--- src/rtl/led_pattern_seq_pkg.sv ---
// led_seq_pkg: mode encodings, pattern load constants and PWM width for the LED sequencer.
package led_seq_pkg;
    localparam int PWM_BITS = 4;
    typedef logic [1:0] mode_t;
    localparam mode_t MODE_BLINK  = 2'd0;
    localparam mode_t MODE_RUN    = 2'd1;
    localparam mode_t MODE_BOUNCE = 2'd2;
    localparam mode_t MODE_OFF    = 2'd3;
    localparam logic [7:0] PAT_BLINK_INIT = 8'h00;
    localparam logic [7:0] PAT_SHIFT_INIT = 8'h01;
    function automatic logic [7:0] load_pattern(input mode_t m);
        return (m == MODE_RUN || m == MODE_BOUNCE) ? PAT_SHIFT_INIT : PAT_BLINK_INIT;
    endfunction
endpackage

--- src/rtl/led_pattern_seq_if.sv ---
// led_pattern_seq_if: button/brightness inputs and LED/mode/step outputs of the sequencer.
interface led_pattern_seq_if;
    import led_seq_pkg::*;
    logic                BTN;
    logic [PWM_BITS-1:0] BRIGHT;
    logic [7:0]          LED;
    mode_t               MODE;
    logic                STEP;
    modport master(output BTN, BRIGHT, input LED, MODE, STEP);
    modport slave(input BTN, BRIGHT, output LED, MODE, STEP);
endinterface

--- src/rtl/led_pattern_seq_btn_debounce.sv ---
// btn_debounce: synchronizes the raw button and emits a pulse as the debounced level rises.
module btn_debounce #(
    parameter int DB_CYCLES = 5
) (
    input  logic CLK,
    input  logic RST,
    input  logic BTN,
    output logic level,
    output logic rise
);
    localparam int CW = $clog2(DB_CYCLES);
    logic [1:0]    sync;
    logic [CW-1:0] cnt;
    logic          done;
    // rise fires in the cycle where level is about to go high
    assign done = (sync[1] != level) && (cnt == CW'(DB_CYCLES - 1));
    assign rise = done && sync[1];
    always_ff @(posedge CLK or posedge RST) begin
        if (RST) begin
            sync  <= '0;
            cnt   <= '0;
            level <= 1'b0;
        end else begin
            sync <= {sync[0], BTN};
            cnt  <= (sync[1] == level || done) ? '0 : cnt + 1'b1;
            if (done) level <= sync[1];
        end
    end
endmodule

--- src/rtl/led_pattern_seq.sv ---
// led_pattern_seq: button-selected animated LED patterns with PWM brightness.
module led_pattern_seq
    import led_seq_pkg::*;
#(
    parameter int CLK_HZ      = 12000000,
    parameter int STEP_HZ     = 8,
    parameter int DEBOUNCE_MS = 20
) (
    input logic CLK,
    input logic RST,
    led_pattern_seq_if.slave io
);
    localparam int STEP_DIV  = CLK_HZ / STEP_HZ;
    localparam int DB_CYCLES = CLK_HZ / 1000 * DEBOUNCE_MS;
    localparam int PW        = $clog2(STEP_DIV);
    logic [PW-1:0]       presc;
    logic [PWM_BITS-1:0] pwm_cnt;
    logic [7:0]          pattern, pat_step;
    logic                dir_right, dir_next, step_tick, adv, en;
    btn_debounce #(.DB_CYCLES(DB_CYCLES)) u_db (
        .CLK(CLK), .RST(RST), .BTN(io.BTN), .level(), .rise(adv)
    );
    assign step_tick = presc == PW'(STEP_DIV - 1);
    assign en        = (&io.BRIGHT) | (pwm_cnt < io.BRIGHT);
    // bounce turns around at either end instead of shifting off the edge
    always_comb begin
        dir_next = dir_right;
        pat_step = pattern;
        case (io.MODE)
            MODE_BLINK: pat_step = ~pattern;
            MODE_RUN:   pat_step = {pattern[6:0], pattern[7]};
            MODE_BOUNCE: begin
                dir_next = dir_right ? pattern != 8'h01 : pattern == 8'h80;
                pat_step = dir_next ? pattern >> 1 : pattern << 1;
            end
            default: pat_step = 8'h00;
        endcase
    end
    always_ff @(posedge CLK or posedge RST) begin
        if (RST) begin
            presc     <= '0;
            pwm_cnt   <= '0;
            pattern   <= 8'h00;
            dir_right <= 1'b0;
            io.MODE   <= MODE_BLINK;
            io.LED    <= 8'h00;
            io.STEP   <= 1'b0;
        end else begin
            presc   <= (adv || step_tick) ? '0 : presc + 1'b1;
            pwm_cnt <= pwm_cnt + 1'b1;
            io.STEP <= step_tick && !adv;
            io.LED  <= pattern & {8{en}};
            if (adv) begin
                io.MODE   <= mode_t'(io.MODE + 1'b1);
                pattern   <= load_pattern(mode_t'(io.MODE + 1'b1));
                dir_right <= 1'b0;
            end else if (step_tick) begin
                pattern   <= pat_step;
                dir_right <= dir_next;
            end
        end
    end
endmodule

--- src/flat_wrapper.sv ---
// flat-port wrapper written by rule: the top's interface ports become plain ports
module led_pattern_seq_flat import led_seq_pkg::*;
#(
    parameter int CLK_HZ      = 12000000,
    parameter int STEP_HZ     = 8,
    parameter int DEBOUNCE_MS = 20
)
  (CLK, RST, io_BTN, io_BRIGHT, io_LED, io_MODE, io_STEP);
  led_pattern_seq_if io_i ();
  input logic CLK;
  input logic RST;
  input wire logic [$bits(io_i.BTN)-1:0] io_BTN;
  input wire logic [$bits(io_i.BRIGHT)-1:0] io_BRIGHT;
  output wire logic [$bits(io_i.LED)-1:0] io_LED;
  output wire logic [$bits(io_i.MODE)-1:0] io_MODE;
  output wire logic [$bits(io_i.STEP)-1:0] io_STEP;
  assign io_i.BTN = io_BTN;
  assign io_i.BRIGHT = io_BRIGHT;
  assign io_LED = io_i.LED;
  assign io_MODE = io_i.MODE;
  assign io_STEP = io_i.STEP;
  led_pattern_seq #(.CLK_HZ(CLK_HZ), .STEP_HZ(STEP_HZ), .DEBOUNCE_MS(DEBOUNCE_MS)) u_core (.CLK(CLK), .RST(RST), .io(io_i));
endmodule
--- config.mk ---
export PLATFORM = sky130hd
export DESIGN_NAME = led_pattern_seq_flat
export DESIGN_NICKNAME = d
export VERILOG_FILES = /design/src/rtl/led_pattern_seq_pkg.sv /design/src/rtl/led_pattern_seq_if.sv /design/src/rtl/led_pattern_seq_btn_debounce.sv /design/src/rtl/led_pattern_seq.sv /design/src/flat_wrapper.sv
export SDC_FILE = /design/constraint.sdc
export NUM_CORES = 1
export LEC_CHECK = 0
export ABC_CLOCK_PERIOD_IN_PS = 2600
export BUFFER_PORTS_ARGS = -buffer_cell sky130_fd_sc_hd__buf_2
export CORE_AREA = 5 5 80 82
export DETAILED_ROUTE_END_ITERATION = 16
export DIE_AREA = 0 0 85 87
export PLACE_DENSITY = 0.78
export SLEW_MARGIN = 20
export SYNTH_ARGS = -nofsm -noshare
export SYNTH_HDL_FRONTEND = slang
export SYNTH_SLANG_ARGS = --single-unit
--- constraint.sdc ---
create_clock -name CLK -period 2.6 [get_ports CLK]
set_input_delay 0.13 -clock CLK [delete_from_list [all_inputs] [get_ports CLK]]
set_output_delay 0.13 -clock CLK [all_outputs]
set_load 0.1 [all_outputs]
Yosys cells after proc, flatten, opt, wreduce, memory -nomap -nowiden
Cells that the tools add are included.

Add/subtract/negate cells: 4. $lt $le $gt $ge: 1. Equality and inequality tests: 10. Muxes and demuxes: 11. Bitwise operators: 3. Reductions and logical operators: 12.

Operators by type and width (number): 8-bit two-way mux (3); 8-bit one-hot mux with 3 select lines (1); 21-bit by 1-bit adder with 21-bit output (second input constant) (1); 21-bit equality test (second input constant) (1); 21-bit two-way mux (1); 18-bit by 1-bit adder with 18-bit output (second input constant) (1); 18-bit equality test (second input constant) (1); 18-bit two-way mux (1); 8-bit bitwise AND (1); 8-bit equality test (second input constant) (1); 8-bit by 1-bit inequality test with 1-bit output (second input constant) (1); 8-bit inverter (1); 1-bit two-way mux (5); 4-bit by 1-bit adder with 4-bit output (second input constant) (1); 2-bit by 1-bit equality test with 1-bit output (second input constant) (2); 2-bit equality test (second input constant) (2); 4-bit less-than comparator (1); 4-bit AND reduction (1); 2-bit nonzero test (2); 1-bit logical AND (3); 1-bit logical OR (3); 2-bit by 1-bit adder with 2-bit output (second input constant) (1); 2-bit zero test (1); 2-bit AND reduction (1); 4 further kinds (4).

Flip-flop bits (word level): 66. Input bits: 7. Output and inout port bits: 11. Logic and storage cells: 51.

Longest topological paths before layout
Depth after elaboration: 6. Gate-level depth with buffers: 8. Mapped depth without buffers: 7.

Modules after synthesis
Synthesis repeated with hierarchy kept, for this count alone.

Cell total of the unflattened synthesis: 334. Area total of the unflattened synthesis: 3432.0 um^2.

Modules (own cells, without submodules): led_pattern_seq (instances 1, cells an instance 232, area each 2351.0 um^2, sequential area each 1126.1 um^2); btn_debounce (instances 1, cells an instance 102, area each 1081.0 um^2, sequential area each 525.5 um^2).

Worst setup path after synthesis
Ideal clock, no wire load.

Kind: flip-flop to flip-flop. From: register u_core.io.MODE[0]. To: register u_core.pattern[5]. Setup time: 0.135 ns. Arrival: 2.198 ns. Data required time: 2.465 ns. Path slack: 0.267 ns. Stages on the path, launching flop included: 7. Path buffers: 0. Clock period less this slack: 2.333 ns. Cells stage by stage: dfrtp_1 > inv_1 > ha_1 > a21oi_1 > o31ai_1 > a222oi_1 > o22ai_1.

Cells in the longest elaborated chain, start to end: 4.

RTL lines: start, declared (line led_pattern_seq_if.sv:10) `modport slave(input BTN, BRIGHT, output LED, MODE, STEP);`; start signal, assigned (line led_pattern_seq.sv:54) `io.MODE <= mode_t'(io.MODE + 1'b1);`; 2-bit equality test (tied with other cells) (line led_pattern_seq.sv:29) `case (io.MODE)`; 8-bit one-hot mux with 3 select lines (*) (line led_pattern_seq.sv:29); 8-bit two-way mux (*) (line led_pattern_seq.sv:57) `end else if (step_tick) begin`; 8-bit two-way mux (*) (line led_pattern_seq.sv:53) `if (adv) begin`; end signal, assigned (line led_pattern_seq.sv:55) `pattern <= load_pattern(mode_t'(io.MODE + 1'b1));`; end signal, assigned (line led_pattern_seq.sv:58) `pattern <= pat_step;`; end, declared (line led_pattern_seq.sv:18) `logic [7:0] pattern, pat_step;`.

Every way passes the cells marked *; elsewhere a longest branch is shown, timed or not. The select of a mux whose other input is x is not followed. A chain may end at the register's enable or synchronous reset.

Worst setup path after layout
From: register u_core.presc[5]. To: register u_core.pattern[2].

Cells in the longest elaborated chain, start to end: 2.

RTL lines: start, declared (line led_pattern_seq.sv:16) `logic [PW-1:0] presc;`; start signal, assigned (line led_pattern_seq.sv:49) `presc <= (adv || step_tick) ? '0 : presc + 1'b1;`; 21-bit equality test (line led_pattern_seq.sv:23) `assign step_tick = presc == PW'(STEP_DIV - 1);`; 2-bit nonzero test (no line).

No other way between the ends.

==> tab_implementation.tex <==
\begin{tabular}{lr}
\hline
Metric & Value \\
\hline
\multicolumn{2}{l}{\textbf{Run status}} \\
\quad Run status & completed \\
\multicolumn{2}{l}{\textbf{Clock network}} \\
\quad \# resized after CTS & 0 \\
\quad Clock tree from TritonCTS & built \\
\quad H-tree level count & 3 \\
\quad Number of buffers inserted for hold repair after clock tree synthesis & 1 \\
\quad Cell at the root of the clock tree & sky130\_fd\_sc\_hd\_\_clkbuf\_8 \\
\quad Clock Sink Count & 66 \\
\quad Clock-pin slew of the registers on the worst-case setup and hold paths & 0.07 ns \\
\quad Clock latency on the worst-skew pair & 0.34 ns \\
\quad Number of buffers added for setup after CTS & 0 \\
\quad Cts bufs inserted & 9 \\
\quad Clock Path Buffers & 2 \\
\multicolumn{2}{l}{\textbf{Power}} \\
\quad Post-layout total power & 1.87 mW \\
\quad Power Density & 514 nW/µm² \\
\quad Maximum VDD drop & 0.370 mV \\
\quad Leakage power & 1.70 nW \\
\multicolumn{2}{l}{\textbf{STA}} \\
\quad Setup repair after global routing missed its margin & no \\
\quad Setup\_tns & 0 ns \\
\quad Number of failing hold endpoints at the final stage & 0 \\
\quad Post-layout minimum cycle time & 2.16 ns \\
\quad Number of max-slew violations in the final report & 0 \\
\quad Worst slew margin & 45.9\% \\
\quad Number of failing setup endpoints in the final timing report & 0 \\
\quad Worst slew pin tran & 0.812 ns \\
\quad Final clock period utilization by the worst path & 83.2\% \\
\quad Max Clock Skew & 0.00889 ns \\
\quad Max Freq & 463 MHz \\
\multicolumn{2}{l}{\textbf{Placed design}} \\
\quad Instance count after placement with tap cells included & 410 \\
\quad HPWL after detailed placement & 4.04 mm \\
\quad Input/output buffers & 17 \\
\quad Final Wtd Congestion & 0.818 \\
\multicolumn{2}{l}{\textbf{Routing}} \\
\quad Avg WL per Cell & 13.9 µm \\
\quad Number of iterations in the first detailed-routing pass & 5 \\
\quad Routed wire length & 5.94 mm \\
\quad Number of DRC markers in iteration 0 & 230 \\
\quad DRT antenna net count & 0 \\
\quad Vias per inst & 5.54 \\
\quad Count of vias placed by the detailed router & 2367 \\
\quad DRC viols & 0 \\
\multicolumn{2}{l}{\textbf{Layout}} \\
\quad Cell Count, Final, Fillers Out & 427 \\
\quad Most frequent cells in the layout & 66 x sky130\_fd\_sc\_hd\_\_dfrtp\_1, 50 x sky130\_fd\_sc\_hd\_\_nor2\_1, 23 x sky130\_fd\_sc\_hd\_\_xnor2\_1, 20 x sky130\_fd\_sc\_hd\_\_inv\_1, 17 x sky130\_fd\_sc\_hd\_\_buf\_2 \\
\quad Final standard cell utilization of the core & 64.0\% \\
\quad Storage cell area & 1650 µm² \\
\quad Layout Nets & 364 \\
\quad Ratio of cells with drive above 1 in the final layout & 13.4\% \\
\quad Area of the multi-input gates & 1520 µm² \\
\quad Antenna diode count & 0 \\
\quad Layout area overhead & 10.8\% \\
\quad Fill cells & 476 \\
\quad Most common cell after layout, fill and taps aside & sky130\_fd\_sc\_hd\_\_dfrtp\_1 \\
\multicolumn{2}{l}{\textbf{Synth}} \\
\quad Cell area after technology mapping & 3280 µm² \\
\quad Flip-flop cell with the highest count after synthesis & sky130\_fd\_sc\_hd\_\_dfrtp\_1 \\
\quad Cell variety after synth & 49 \\
\quad Gate Count Post-Synth & 322 \\
\quad Flop and latch count out of synthesis & 66 \\
\quad Total of warnings raised by yosys & 0 \\
\quad Fraction of registers with async set/reset & 100\% \\
\quad Number of flops mapped to enable cells by yosys & 0 \\
\quad Mean cell area of the mapped netlist & 10.2 µm² \\
\quad Share of the yosys chip area belonging to registers & 50.4\% \\
\quad Syn nets & 339 \\
\multicolumn{2}{l}{\textbf{Global routing}} \\
\quad Total global routing track utilization & 17.5\% \\
\quad First-pass GRT wire length & 10.3 mm \\
\quad Maximum number of pins on one net before global-route repair & 67 \\
\quad Number of global-route vias before repair & 2280 \\
\quad Number of antenna violations at the first check in global routing & 0 \\
\quad GRT Residual Overflow & 0 \\
\multicolumn{2}{l}{\textbf{Critical path}} \\
\quad Worst Path Required & 2.85 ns \\
\quad CP Max Fanout & 7 \\
\quad R2R Path Start & u\_core.presc[5] \\
\quad Depth of the worst register-to-register path & 5 \\
\quad Reg-to-reg critical path endpoint & u\_core.pattern[2] \\
\quad Setup Crit Path Kind & reg2reg \\
\quad R2R setup slack & 0.44 ns \\
\quad Crit start category & flip-flop \\
\quad Critical Path AT & 2.42 ns \\
\quad Kind of end point of the critical path & flip-flop \\
\multicolumn{2}{l}{\textbf{Floorplan}} \\
\quad Initial cell density of the core & 57.8\% \\
\quad Die W & 85 µm \\
\quad Top-level I/O count & 18 \\
\quad Number of placement rows & 28 \\
\quad Die footprint & 7400 µm² \\
\quad Chip height & 87 µm \\
\quad Floorplan Core Area & 5680 µm² \\
\multicolumn{2}{l}{\textbf{Min path}} \\
\quad Path type of the worst min-delay path & in2async \\
\multicolumn{2}{l}{\textbf{Flow run}} \\
\quad Max Cap Violations & 0 \\
\hline
\end{tabular}
==> cell usage after synthesis (3+ instances only) <==
cell / count / area, µm²
sky130_fd_sc_hd__dfrtp_1: 66 / 1650
sky130_fd_sc_hd__nor2_1: 50 / 188
sky130_fd_sc_hd__xnor2_1: 23 / 201
sky130_fd_sc_hd__inv_1: 21 / 78.8
sky130_fd_sc_hd__nand2_1: 16 / 60.1
sky130_fd_sc_hd__xor2_1: 16 / 140
sky130_fd_sc_hd__nand4_1: 12 / 75.1
sky130_fd_sc_hd__nand3_1: 11 / 55.1
sky130_fd_sc_hd__a21oi_1: 10 / 50.1
sky130_fd_sc_hd__ha_1: 10 / 125
sky130_fd_sc_hd__nor3_1: 7 / 35.0
sky130_fd_sc_hd__and3_1: 5 / 31.3
sky130_fd_sc_hd__nand2b_1: 5 / 31.3
sky130_fd_sc_hd__nor4_1: 5 / 31.3
sky130_fd_sc_hd__o22ai_1: 5 / 31.3
sky130_fd_sc_hd__a21o_1: 4 / 30.0
sky130_fd_sc_hd__a222oi_1: 4 / 40.0
sky130_fd_sc_hd__a31oi_1: 4 / 25.0
sky130_fd_sc_hd__and2_1: 3 / 18.8
sky130_fd_sc_hd__buf_2: 3 / 15.0
sky130_fd_sc_hd__o31ai_1: 3 / 22.5
sky130_fd_sc_hd__or2_2: 3 / 18.8
==> worst max path at each step <==
| stage | start | endpoint | slack [ns] | cells after the start |
|---|---|---|---|---|
| 5_1_grt | u_core.presc[0] | u_core.pattern[5] | 0.22 | 6 |
| 6_report | u_core.presc[5] | u_core.pattern[2] | 0.44 | 5 |
| 3_5_place_dp | u_core.presc[5] | u_core.pattern[3] | 0.45 | 5 |
| 2_1_floorplan | u_core.io.MODE[0] | u_core.pattern[5] | 0.27 | 6 |
| 4_1_cts | u_core.presc[5] | u_core.pattern[5] | 0.43 | 5 |
| 3_3_place_gp | u_core.u_db.cnt[0] | u_core.pattern[3] | 0.52 | 7 |
==> stage by stage <==
| step | area [µm²] | hold WS [ns] | worst slack [ns] |
|---|---|---|---|
| after detailed placement | 3440 | 0.239 | 0.452 |
| after global placement | 3440 | 0.240 | 0.525 |
| after floorplan | 3280 | 0.161 | 0.267 |
| after global routing | 3630 | 0.0965 | 0.219 |
| after CTS | 3630 | 0.0445 | 0.432 |
| final | 3630 | 0.00676 | 0.438 |
==> layout make-up <==
cell class                 instances  area share, %
timing repair buffer              20           3.03
multi-input combinational        229           41.7
sequential                        66           45.5
tap                               75           2.58
clock buffer                      14           4.75
inverter                          21           2.17
clock inverter                     2          0.276
==> registers in the layout, indices dropped and copies added, names as in the netlist <==
signal / count
u_core.dir_right: 1
u_core.io.LED: 8
u_core.io.MODE: 2
u_core.io.STEP: 1
u_core.pattern: 8
u_core.presc: 21
u_core.pwm_cnt: 4
u_core.u_db.cnt: 18
u_core.u_db.level: 1
u_core.u_db.sync: 2
==> layer usage <==
metal  vias up  part of all wire [%]  track usage [%]
li1       1176                     -                -
met1      1129                    47             21.7
met2        52                    48             29.0
met3        10                   4.3             5.30
met4         0                   1.3             6.47
met5         -                     0                0
==> report_power, final <==
part	internal (mW)	switching, mW
clock network	0.422	0.364
logic	0.0129	0.0335
registers	1.03	0.00374
total	1.47	0.401
==> worst max-delay path, stage by stage (launching register included) <==
cell                      delay, ns
sky130_fd_sc_hd__dfrtp_1       0.43
sky130_fd_sc_hd__or4b_4        0.57
sky130_fd_sc_hd__nor4_4        0.21
sky130_fd_sc_hd__nand2_2       0.16
sky130_fd_sc_hd__or3_1         0.52
sky130_fd_sc_hd__o22ai_1       0.18
==> logic make-up after synthesis <==
group	Yosys count	share of synthesized area [%]
flops	66	50.4
simple gates	133	21.6
fa+ha+maj	10	3.82
mux	3	0.954
xor+xnor	39	10.4
buf+inv	27	3.43
compound gates	44	9.42
Note: power is estimated with default switching activity, not from simulation.
